===== src/rtl/player_move_rect.sv =====
// Player position tracker and sprite-box test feeding the player bitmap stage.
// Optional macro PLAYER_BLINK_EN blinks the frozen player; FREEZE_FRAMES=0 is unsupported.
module player_move_rect #(
  parameter int OBJECT_WIDTH_X = 32,
  parameter int OBJECT_HEIGHT_Y = 20,
  parameter int SCREEN_WIDTH = 640,
  parameter int FLOOR_Y = 440,
  parameter int START_X = 304,
  parameter int SPEED = 4,
  parameter int FREEZE_FRAMES = 60
) (
  input  logic        clk,
  input  logic        reset,
  input  logic        startOfFrame,
  input  logic        leftPress,
  input  logic        rightPress,
  input  logic        hit,
  input  logic [10:0] pixelX,
  input  logic [10:0] pixelY,
  output logic [10:0] offsetX,
  output logic [10:0] offsetY,
  output logic        InsideRectangle,
  output logic [10:0] topLeftX,
  output logic [10:0] topLeftY,
  output logic        frozen
);

  localparam int RIGHT_MAX = SCREEN_WIDTH - OBJECT_WIDTH_X;
  localparam int TOP_Y = FLOOR_Y - OBJECT_HEIGHT_Y;
  localparam int CW = $clog2(FREEZE_FRAMES + 1);

  typedef enum logic {
    WALK   = 1'b0,
    FROZEN = 1'b1
  } state_t;

  state_t          r_state;
  logic            r_frozen;
  logic [CW-1:0]   r_cnt;
  logic [10:0]     r_x;

  logic signed [11:0] w_left;
  logic [11:0]        w_right;
  logic [10:0]        w_x_next;
  logic [11:0]        w_px;
  logic [11:0]        w_py;
  logic [11:0]        w_x12;
  logic               w_inside;
  logic               w_blank;

  // 12-bit intermediates keep the left edge from wrapping and the right edge from overflowing
  assign w_left  = $signed({1'b0, r_x}) - $signed(12'(SPEED));
  assign w_right = {1'b0, r_x} + 12'(SPEED);

  always_comb begin
    w_x_next = r_x;
    if (leftPress && !rightPress) begin
      w_x_next = (w_left < 0) ? 11'd0 : w_left[10:0];
    end else if (rightPress && !leftPress) begin
      w_x_next = (w_right > 12'(RIGHT_MAX)) ? 11'(RIGHT_MAX) : w_right[10:0];
    end
  end

  always_ff @(posedge clk or posedge reset) begin
    if (reset) begin
      r_state  <= WALK;
      r_frozen <= 1'b0;
      r_cnt    <= '0;
      r_x      <= 11'(START_X);
    end else begin
      case (r_state)
        WALK: begin
          if (hit) begin
            r_state  <= FROZEN;
            r_frozen <= 1'b1;
            r_cnt    <= CW'(FREEZE_FRAMES);
          end else if (startOfFrame) begin
            r_x <= w_x_next;
          end
        end
        FROZEN: begin
          // The releasing frame itself does not move; motion resumes next frame
          if (startOfFrame) begin
            if (r_cnt == CW'(1)) begin
              r_cnt    <= '0;
              r_state  <= WALK;
              r_frozen <= 1'b0;
            end else begin
              r_cnt <= r_cnt - CW'(1);
            end
          end
        end
      endcase
    end
  end

`ifdef PLAYER_BLINK_EN
  logic [7:0] r_frame;

  always_ff @(posedge clk or posedge reset) begin
    if (reset) begin
      r_frame <= 8'd0;
    end else if (startOfFrame) begin
      r_frame <= r_frame + 8'd1;
    end
  end

  assign w_blank = r_frozen && r_frame[3];
`else
  assign w_blank = 1'b0;
`endif

  assign w_px  = {1'b0, pixelX};
  assign w_py  = {1'b0, pixelY};
  assign w_x12 = {1'b0, r_x};

  assign w_inside = (w_px >= w_x12) &&
                    (w_px < w_x12 + 12'(OBJECT_WIDTH_X)) &&
                    (w_py >= 12'(TOP_Y)) &&
                    (w_py < 12'(TOP_Y + OBJECT_HEIGHT_Y));

  always_ff @(posedge clk or posedge reset) begin
    if (reset) begin
      InsideRectangle <= 1'b0;
      offsetX         <= 11'd0;
      offsetY         <= 11'd0;
    end else if (w_inside && !w_blank) begin
      InsideRectangle <= 1'b1;
      offsetX         <= pixelX - r_x;
      offsetY         <= pixelY - 11'(TOP_Y);
    end else begin
      InsideRectangle <= 1'b0;
      offsetX         <= 11'd0;
      offsetY         <= 11'd0;
    end
  end

  assign topLeftX = r_x;
  assign topLeftY = 11'(TOP_Y);
  assign frozen   = r_frozen;

endmodule


===== config.mk =====
export PLATFORM = sky130hd
export DESIGN_NAME = player_move_rect
export DESIGN_NICKNAME = d
export VERILOG_FILES = /design/src/rtl/player_move_rect.sv
export SDC_FILE = /design/constraint.sdc
export NUM_CORES = 1
export LEC_CHECK = 0
export CAP_MARGIN = 40
export CORE_MARGIN = 8
export CORE_UTILIZATION = 30
export DETAILED_ROUTE_END_ITERATION = 8
export DONT_BUFFER_PORTS = 1
export MAX_ROUTING_LAYER = met4
export PLACE_DENSITY = 0.42
export SLEW_MARGIN = 10
export SYNTH_ARGS = -nofsm -noshare
export SYNTH_HDL_FRONTEND = slang
export SYNTH_SLANG_ARGS = --single-unit

===== constraint.sdc =====
create_clock -name clk -period 2.6 [get_ports clk]
set_input_delay 0.26 -clock clk [delete_from_list [all_inputs] [get_ports clk]]
set_output_delay 0.26 -clock clk [all_outputs]
set_load 0.01 [all_outputs]

==> results of run 1 <==
==> worst min path at each step <==
stage                     cells past startpoint  startpoint                   end  slack (ns)
after floorplan                               1   pixelY[2]  offsetY[2]$_DFF_PP0_        0.33
after global placement                        1       reset  offsetX[5]$_DFF_PP0_        0.23
after detailed placement                      1       reset  offsetX[5]$_DFF_PP0_        0.24
after CTS                                     1   pixelY[2]  offsetY[2]$_DFF_PP0_       0.006
after global routing                          1   pixelY[2]  offsetY[2]$_DFF_PP0_       0.007
final                                         1   pixelY[2]  offsetY[2]$_DFF_PP0_        0.02
==> per-stage QoR <==
stage / cell area [um^2] / hold slack, ns / util
2_1_floorplan: 2970 / 0.326 / -
3_3_place_gp: 3210 / 0.231 / 0.335
3_5_place_dp: 3210 / 0.242 / 0.335
4_1_cts: 3310 / 0.00613 / 0.345
5_1_grt: 3400 / 0.00685 / 0.355
6_report: 3400 / 0.0172 / 0.355
==> cell families after synthesis <==
kind of cell / after synthesis
AO/OA/AOI/OAI: 82
XOR/XNOR: 15
adder cells (fa/ha/maj): 27
buffers and inverters: 55
flip-flops: 40
multiplexers: 3
other: 2
AND/OR/NAND/NOR: 113
==> registers in the layout, summed over array words and instances, names as in the netlist <==
| name | count |
|---|---|
| InsideRectangle | 1 |
| frozen | 1 |
| offsetX | 11 |
| offsetY | 11 |
| r_cnt | 6 |
| r_state | 1 |
| topLeftX | 9 |
==> cell usage after synthesis, types with 3 or more instances <==
master	instances	area, um^2
dfrtp_1	37	926
nor2_1	31	116
inv_1	28	105
ha_1	27	338
nand2_1	19	71.3
a21oi_1	18	90.1
o21ai_0	16	80.1
nand3_1	15	75.1
buf_4	13	97.6
nor3_1	13	65.1
xnor2_1	10	87.6
clkbuf_1	8	30.0
a211oi_1	5	37.5
a21o_1	5	37.5
and3_1	5	31.3
and4_1	5	43.8
buf_2	5	25.0
xor2_1	5	43.8
o211ai_1	4	30.0
dfstp_2	3	78.8
mux2i_1	3	30.0
nand2b_1	3	18.8
nand4_1	3	18.8
nor2b_1	3	18.8
nor4_1	3	18.8
o21a_1	3	22.5
o22ai_1	3	18.8
o31ai_1	3	22.5
==> power groups by stage <==
stage / combinational, uW / sequential, uW / clock, uW
after floorplan: 830 / 854 / 0
after global placement: 1230 / 855 / 0
after detailed placement: 1220 / 855 / 0
after CTS: 1230 / 843 / 440
after global routing: 1430 / 872 / 471
final: 1260 / 849 / 425
==> metal layers <==
metal	share of wire	track usage	routed length, um
met3	0.076	0.0406	610
met1	0.44	0.153	3560
met4	0.012	0.0390	97
met2	0.47	0.206	3810
met5	0	-	0
==> critical path, cell delays in order (launching register included) <==
cell	delay, ns
dfstp_2	0.59
ha_4	0.15
nand3_2	0.08
xnor2_1	0.14
ha_1	0.33
a211oi_2	0.26
o221ai_2	0.12
a311o_1	0.38
buf_6	0.18
nor3_1	0.16
==> timing repair <==
item,in CTS,in global routing
hold buffers,1,0
setup buffers,0,1
setup endpoints to repair,0,23
gates resized for setup,0,12
endpoints found under the hold margin,22,0
==> layout make-up <==
cell class,instances,area (um^2),share of cell area
timing repair buffer,35,297,0.0871
clock inverter,3,18.8,0.00551
clock buffer,5,68.8,0.0202
tap,133,166,0.0489
multi-input combinational,255,1740,0.512
inverter,28,105,0.0309
sequential,40,1000,0.295
==> flow_metrics.env, run 1 <==
export IMPL_status="completed"
export IMPL_reg2reg_from="topLeftX[5]$_DFFE_PP1P_"
export IMPL_fin_nets=420
export IMPL_h_tree_depth=2
export IMPL_hold_class="in2reg"
export IMPL_p_seq_frac=0.335
export IMPL_area_delta_synth_final_pct=16.6
export IMPL_synthMuxAreaShare=0.0103
export IMPL_max_slew_margin=0.656
export IMPL_netlist_area_um2=2920
export IMPL_dieWidth_um=115
export IMPL_p_leak_uw=0.00155
export IMPL_finalClockSkew_ns=0.0109
export IMPL_clkSinkCount=40
export IMPL_min_period_ns=2.48
export IMPL_power_total_uw=2530
export IMPL_cp_endpoint="offsetY[5]$_DFF_PP0_"
export IMPL_synth_fa_ha_area_frac=0.116
export IMPL_yosys_warnings=0
export IMPL_clk_latency_ns=0.30
export IMPL_drc_errors=0
export IMPL_row_count=36
export IMPL_firstDrtPassIters=4
export IMPL_die_h_um=115
export IMPL_fin_ws_ns=0.120
export IMPL_grt_pass1_vias=2563
export IMPL_required_ns=2.81
export IMPL_clock_fmax_mhz=403
export IMPL_syn_inst=337
export IMPL_p_per_area_nw_per_um2=744
export IMPL_cts_buffer_depth=2
export IMPL_port_buffers=0
export IMPL_dpl_cell_count=488
export IMPL_final_cell_mix="dfrtp_1 (37), nor2_1 (31), buf_4 (30)"
export IMPL_ioPinCount=74
export IMPL_dp_hpwl_um=6520
export IMPL_n_antenna_cell=0
export IMPL_antenna_left=0
export IMPL_p_comb_frac=0.497
export IMPL_cts_tree="yes"
export IMPL_drive_gt1_frac=0.156
export IMPL_setup_viol=0
export IMPL_synth_top_family_by_area="simple AND/OR/NAND/NOR gates"
export IMPL_fillCellCount=986
export IMPL_synthArstFlopShare=1.00
export IMPL_ir_worst_vdd_uv=258
export IMPL_dp_slack_ns=0.0452
export IMPL_ys_ff_latch=40
export IMPL_synthFlopType="dfrtp_1"
export IMPL_yosys_cell_types_count=61
export IMPL_vias=2500
export IMPL_reg2reg_setup_slack_ns=0.12
export IMPL_tightest_slew_ns=0.503
export IMPL_drv_cap=0
export IMPL_core_area_um2=9590
export IMPL_place_congestion=0.807
export IMPL_final_common_cell="dfrtp_1"
export IMPL_end_kind="register"
export IMPL_fin_crit_sh=0.954
export IMPL_grt_max_degree=24
export IMPL_cp_startpoint="topLeftX[5]$_DFFE_PP1P_"
export IMPL_p_switching_uw=1060
export IMPL_finalMaxSlewViolations=0
export IMPL_final_cells=499
export IMPL_critPathLaunchType="register"
export IMPL_cts_root_buffer="clkbuf_8"
export IMPL_synthSimpleGateAreaFrac=0.201
export IMPL_wirelength_um=8080
export IMPL_grt_first_pass_wirelength_um=12900
export IMPL_r2r_end="offsetY[5]$_DFF_PP0_"
export IMPL_grtUsageTotal=0.129
export IMPL_cts_buffers=5
export IMPL_rsz0062_at_grt="no"
export IMPL_path_max_fanout=11
export IMPL_p_sw_frac=0.419
export IMPL_wire_per_inst_um=16.2
export IMPL_clk_pin_slew_ns=0.08
export IMPL_intPower_uw=1470
export IMPL_worst_setup_path_type="reg2reg"
export IMPL_synth_xor_area_frac=0.0450
export IMPL_cp_arrival_ns=2.69
export IMPL_seq_area_frac_synth=0.344
export IMPL_synth_edf_count=0
export IMPL_drt_iter0_drc=155
export IMPL_worstRegToRegCells=9
export IMPL_setup_tns_ns=0
export IMPL_final_hold_viol_count=0
export IMPL_via_per_inst=5.01
export IMPL_synth_compound_area_share=0.189
export IMPL_pwr_share_clk=0.168
export IMPL_dieArea_um2=13100
export IMPL_avgSynthCellArea_um2=8.66
export IMPL_grt_antenna_before_repair=0
export IMPL_initial_core_util=0.304
export IMPL_gr_total_overflow=0
(Power assumes the default switching activity.)
==> inputs of run 2 (changes only) <==
--- a/config.mk
+++ b/config.mk
@@ -5,6 +5,7 @@
 export SDC_FILE = /design/constraint.sdc
 export NUM_CORES = 1
 export LEC_CHECK = 0
+export ABC_AREA = 1
 export CAP_MARGIN = 40
 export CORE_MARGIN = 8
 export CORE_UTILIZATION = 30
==> run 2 against run 1 <==
Compared with the run above:
- wire length grew 2.4%
- clock skew grew 0.0035 ns
- sequential power shrank 13%
- maximum frequency grew 8.7%
- power shrank 27%
- cell area shrank 0.18%
- area after synthesis grew 6.6%
- global-route usage shrank 0.24 points
- combinational power shrank 53%
- largest cell class unchanged
- synthesized cell count grew 21%
==> flow_metrics.env, run 2 <==
export IMPL_status="completed"
export IMPL_synthSimpleGateAreaFrac=0.274
export IMPL_synth_edf_count=0
export IMPL_yosys_warnings=0
export IMPL_synthFlopType="dfrtp_1"
export IMPL_core_area_um2=10200
export IMPL_grt_pass1_vias=2692
export IMPL_p_seq_frac=0.397
export IMPL_synth_top_family_by_area="simple AND/OR/NAND/NOR gates"
export IMPL_synth_area_leaders="dfrtp_1 (30%), ha_1 (11%), nand2_1 (7.0%)"
export IMPL_synth_fa_ha_area_frac=0.109
export IMPL_path_max_fanout=23
export IMPL_drive_gt1_frac=0.152
export IMPL_cts_resized=0
export IMPL_synth_commonest_cells="nand2_1 (58), inv_1 (53), nor2_1 (47), dfrtp_1 (37)"
export IMPL_fin_crit_sh=0.878
export IMPL_final_common_cell="nand2_1"
export IMPL_dp_hpwl_um=6850
export IMPL_n_antenna_cell=0
export IMPL_final_cell_mix="nand2_1 (58), inv_1 (52), nor2_1 (47)"
export IMPL_drv_cap=0
export IMPL_h_tree_depth=2
export IMPL_hold_class="in2reg"
export IMPL_max_slew_margin=0.610
export IMPL_setup_tns_ns=0
export IMPL_antenna_left=0
export IMPL_ir_worst_vdd_uv=160
export IMPL_yosysTopAreaCell="dfrtp_1"
export IMPL_cts_buffer_depth=2
export IMPL_end_kind="register"
export IMPL_yosysTopAreaCellShare=0.298
export IMPL_fin_nets=474
export IMPL_pwr_share_clk=0.284
export IMPL_via_per_inst=4.59
export IMPL_yosysMostFrequentCell="nand2_1"
export IMPL_yosys_cell_types_count=34
export IMPL_clock_fmax_mhz=438
export IMPL_cts_root_buffer="clkbuf_8"
export IMPL_area_delta_synth_final_pct=9.21
export IMPL_place_area_um2=3280
export IMPL_avgSynthCellArea_um2=7.64
export IMPL_required_ns=2.83
export IMPL_grtUsageTotal=0.127
export IMPL_clkSinkCount=40
export IMPL_wirelength_um=8270
export IMPL_ioPinCount=74
export IMPL_synthArstFlopShare=1.00
export IMPL_initial_core_util=0.305
export IMPL_intPower_uw=1180
export IMPL_p_sw_frac=0.363
export IMPL_clk_latency_ns=0.31
export IMPL_tightest_slew_ns=0.581
export IMPL_netlist_area_um2=3110
export IMPL_grt_first_pass_wirelength_um=13900
export IMPL_cts_tree="yes"
export IMPL_synthMuxAreaShare=0
export IMPL_row_count=37
export IMPL_grt_antenna_before_repair=0
export IMPL_p_comb_frac=0.319
export IMPL_clk_pin_slew_ns=0.10
export IMPL_grt_max_degree=24
export IMPL_seq_area_frac_synth=0.323
export IMPL_port_buffers=0
export IMPL_final_cell_area_um2=3400
export IMPL_place_congestion=0.828
export IMPL_cp_arrival_ns=2.51
export IMPL_finalClockSkew_ns=0.0144
export IMPL_cts_buffers=5
export IMPL_worst_setup_path_type="reg2reg"
export IMPL_synth_xor_area_frac=0.0732
export IMPL_drt_iter0_drc=151
export IMPL_ys_ff_latch=40
export IMPL_die_h_um=118
export IMPL_rsz0062_at_grt="no"
export IMPL_drc_errors=0
export IMPL_p_per_area_nw_per_um2=547
export IMPL_firstDrtPassIters=4
export IMPL_wire_per_inst_um=14.9
export IMPL_synth_compound_area_share=0.100
export IMPL_min_period_ns=2.28
export IMPL_vias=2551
export IMPL_gr_total_overflow=0
export IMPL_p_switching_uw=674
export IMPL_dieArea_um2=13900
export IMPL_syn_inst=407
export IMPL_setup_viol=0
export IMPL_p_leak_uw=0.00167
export IMPL_finalMaxSlewViolations=0
export IMPL_final_hold_viol_count=0
export IMPL_critPathLaunchType="register"
export IMPL_dieWidth_um=118
run 2: changes by cell type in the layout (fill, tap and decap cells not counted), sizes merged, moves of 12 or more:
cell and delta:
nand2 +45, nor2 +44, inv +28, buf -22, nand3 +15, xor2 +15
nor3 -12
run 2: final timing paths:
kind	start	end	slack [ns]	cells past startpoint
hold reg to reg	r_state$_DFF_PP0_	r_state$_DFF_PP0_	0.57	2
max in group asynchronous	reset	topLeftX[4]$_DFFE_PP1P_	1.57	3
setup reg to reg	topLeftX[8]$_DFFE_PP1P_	offsetX[9]$_DFF_PP0_	0.32	11
setup / recovery	topLeftX[8]$_DFFE_PP1P_	offsetX[9]$_DFF_PP0_	0.32	11
hold / removal	pixelY[2]	offsetY[2]$_DFF_PP0_	0.01	1
min in group asynchronous	reset	offsetX[2]$_DFF_PP0_	0.40	2
run 2: final cells by class:
cell class | count | area [um^2]
Inverter | 56 | 210
Timing Repair Buffer | 13 | 120
Clock buffer | 6 | 72.6
Fill cell | 1096 | 6790
Clock inverter | 2 | 35.0
Sequential cell | 40 | 1000
Multi-Input combinational cell | 303 | 1780
Tap cell | 136 | 170
run 2: cell families after synthesis:
| logic type | Yosys count |
|---|---|
| AO/OA/AOI/OAI | 56 |
| AND/OR/NAND/NOR | 179 |
| XOR/XNOR | 26 |
| other | 2 |
| buffers and inverters | 77 |
| flip-flops | 40 |
| adder cells (fa/ha/maj) | 27 |
run 2: layer usage:
metal  track usage  wire, um
met3        0.0398       660
met2         0.203      3740
met1         0.149      3740
met5             -         0
met4        0.0400       128
run 2: power by group through the flow:
| stage | Combinational [uW] | Sequential, uW | Clock [uW] |
|---|---|---|---|
| finish | 593 | 738 | 527 |
| detailed placement | 594 | 750 | 0 |
| global route | 692 | 749 | 575 |
| CTS | 600 | 739 | 547 |
| global placement | 593 | 749 | 0 |
| floorplan | 465 | 750 | 0 |
run 2: repair_timing:
item | CTS | global route
buffers inserted | 0 | 0
endpoints found under the hold margin | 13 | 0
hold buffers | 1 | 0
run 2: per-stage QoR:
step | hold slack, ns | instances | setup slack [ns] | total power, uW | util
3_5_place_dp | 0.165 | 547 | 0.367 | 1340 | 0.322
6_report | 0.0133 | 556 | 0.318 | 1860 | 0.334
4_1_cts | 0.0000812 | 556 | 0.339 | 1880 | 0.334
2_1_floorplan | 0.320 | 420 | 0.406 | 1210 | -
3_3_place_gp | 0.295 | 546 | 0.382 | 1340 | 0.321
5_1_grt | 0.000258 | 556 | 0.165 | 2020 | 0.334
run 2: worst max-delay path: stages, from the launching register on:
cell     delay [ns]
dfstp_2        0.63
inv_2          0.09
ha_1           0.37
inv_1          0.09
o21ai_0        0.27
a21oi_1        0.13
nand2_1        0.09
nor2_1         0.05
nor2_2         0.11
nand2_2        0.08
buf_12         0.17
nor2_1         0.12
==> inputs of run 3 (changes only) <==
--- a/config.mk
+++ b/config.mk
@@ -12,7 +12,8 @@
 export DETAILED_ROUTE_END_ITERATION = 8
 export DONT_BUFFER_PORTS = 1
 export MAX_ROUTING_LAYER = met4
-export PLACE_DENSITY = 0.42
+export PLACE_DENSITY = 0.41
+export SKIP_LAST_GASP = 1
 export SLEW_MARGIN = 10
 export SYNTH_ARGS = -nofsm -noshare
 export SYNTH_HDL_FRONTEND = slang
==> constraint.sdc (replaced) <==
create_clock -name clk -period 2.67 [get_ports clk]
set_input_delay 0.267 -clock clk [delete_from_list [all_inputs] [get_ports clk]]
set_output_delay 0.267 -clock clk [all_outputs]
set_load 0.01 [all_outputs]
==> run 3 against run 2 <==
Compared with the run above:
- non-clock buffer count down 1
- maximum frequency down 4.8%
- combinational power down 0.7%
- die area unchanged
- first-iteration DRC count down 11%
- final cell count down 0.18%
- clock power down 23%
- global-route usage about the same
- wire length up 1.7%
- highest routed layer unchanged
- clock-buffer cell count down 1
- worst setup slack worse by 0.044 ns
- critical path type unchanged
- largest cell class unchanged
- clock skew down 0.0084 ns
==> flow_metrics.env, run 3 (synthesized netlist as in run 2, its figures left out) <==
export IMPL_status="completed"
export IMPL_tightest_slew_ns=0.691
export IMPL_drv_cap=0
export IMPL_initial_core_util=0.305
export IMPL_grt_first_pass_wirelength_um=13900
export IMPL_max_stage_delay_ns=0.54
export IMPL_min_period_ns=2.40
export IMPL_crit_path_cell_trace="ha_1 -> nand2_4 -> nor2_4 -> xor2_1 -> ha_1 -> nand2_1 -> inv_1 -> o21ai_1 -> nand3_1 -> nor2_2 -> nand2_2 -> buf_4 -> nor2_1"
export IMPL_crit_path_frequent_cell="ha_1"
export IMPL_place_congestion=0.882
export IMPL_critPathLaunchType="register"
export IMPL_finalMaxSlewViolations=0
export IMPL_dp_hpwl_um=7120
export IMPL_cts_tree="yes"
export IMPL_dieWidth_um=118
export IMPL_grt_pass1_vias=2577
export IMPL_grt_max_degree=19
export IMPL_final_common_cell="nand2_1"
export IMPL_regArea_um2=1000
export IMPL_fin_crit_sh=0.897
export IMPL_drive_gt1_frac=0.153
export IMPL_cts_root_buffer="clkbuf_8"
export IMPL_rsz0062_at_grt="no"
export IMPL_finalClockSkew_ns=0.00595
export IMPL_wire_per_inst_um=15.1
export IMPL_drt_iter0_drc=135
export IMPL_fillCellCount=1123
export IMPL_cts_buffer_depth=2
export IMPL_slowest_stage="dfstp_2"
export IMPL_cts_resized=0
export IMPL_n_antenna_cell=0
export IMPL_fin_util=0.330
export IMPL_path_delay_family="simple AND/OR/NAND/NOR gates"
export IMPL_fin_nets=473
export IMPL_required_ns=2.90
export IMPL_final_cell_area_um2=3360
export IMPL_ir_worst_vdd_uv=188
export IMPL_area_delta_synth_final_pct=7.92
export IMPL_port_buffers=0
export IMPL_multiInputGateArea_um2=1780
export IMPL_gr_total_overflow=0
export IMPL_clock_fmax_mhz=417
export IMPL_setup_viol=0
export IMPL_row_count=37
export IMPL_hold_buffers=1
export IMPL_cts_buffers=5
export IMPL_final_cell_mix="nand2_1 (58), inv_1 (52), nor2_1 (47)"
export IMPL_dieArea_um2=13900
export IMPL_die_h_um=118
export IMPL_grtUsageTotal=0.127
export IMPL_worst_setup_path_type="reg2reg"
export IMPL_clkSinkCount=40
export IMPL_firstDrtPassIters=4
export IMPL_wirelength_um=8410
export IMPL_post_cts_buffers=0
export IMPL_dpl_cell_count=546
export IMPL_core_area_um2=10200
export IMPL_end_kind="register"
export IMPL_grt_antenna_before_repair=0
export IMPL_drc_errors=0
export IMPL_cp_buffers_inverters=2
export IMPL_place_area_um2=3260
export IMPL_cp_arrival_ns=2.62
export IMPL_setup_tns_ns=0
export IMPL_ioPinCount=74
export IMPL_hold_class="in2reg"
export IMPL_clk_pin_slew_ns=0.08
export IMPL_final_hold_viol_count=0
export IMPL_final_cells=555
export IMPL_path_max_fanout=13
export IMPL_via_per_inst=4.56
export IMPL_h_tree_depth=2
export IMPL_p_per_area_nw_per_um2=511
export IMPL_vias=2531
export IMPL_p_leak_uw=0.00165
export IMPL_max_slew_margin=0.536
export IMPL_clk_latency_ns=0.29
export IMPL_antenna_left=0
[run 3: final timing paths]
path	startpoint	cells after the start	slack (ns)	to
setup / recovery	topLeftX[5]$_DFFE_PP1P_	13	0.27	offsetX[9]$_DFF_PP0_
hold / removal	pixelY[2]	1	0.02	offsetY[2]$_DFF_PP0_
setup reg to reg	topLeftX[5]$_DFFE_PP1P_	13	0.27	offsetX[9]$_DFF_PP0_
hold reg to reg	r_state$_DFF_PP0_	2	0.56	r_state$_DFF_PP0_
max in group asynchronous	reset	3	1.58	topLeftX[8]$_DFFE_PP1P_
min in group asynchronous	reset	2	0.44	offsetX[1]$_DFF_PP0_
[run 3: report_power, final]
part | leakage, uW | internal (uW) | total (uW) | switching [uW]
Sequential | 0.000518 | 665 | 720 | 54.7
Clock | 0.0000479 | 182 | 406 | 224
Combinational | 0.00109 | 208 | 589 | 381
Total | 0.00165 | 1060 | 1720 | 660
[run 3: routing by layer]
metal | global-route usage | wire length [um] | vias up
li1 | - | - | 1294
met1 | 0.150 | 3830 | 1176
met2 | 0.205 | 3890 | 57
met3 | 0.0422 | 622 | 4
met4 | 0.0296 | 63 | 0
met5 | - | 0 | -
[run 3: per-stage QoR]
| step | worst slack [ns] | hold WS (ns) | power [uW] |
|---|---|---|---|
| detailed placement | 0.327 | 0.212 | 1320 |
| global placement | 0.326 | 0.329 | 1320 |
| global route | 0.130 | 0.00471 | 1860 |
| floorplan | 0.476 | 0.327 | 1180 |
| CTS | 0.295 | 0.0102 | 1740 |
| finish | 0.274 | 0.0242 | 1720 |
[run 3: layout make-up]
cell class	instances	share of cell area
multi-input combinational	303	0.531
inverter	56	0.0626
tap	136	0.0507
clock buffer	5	0.0205
sequential	40	0.299
clock inverter	3	0.00559
timing repair buffer	12	0.0298
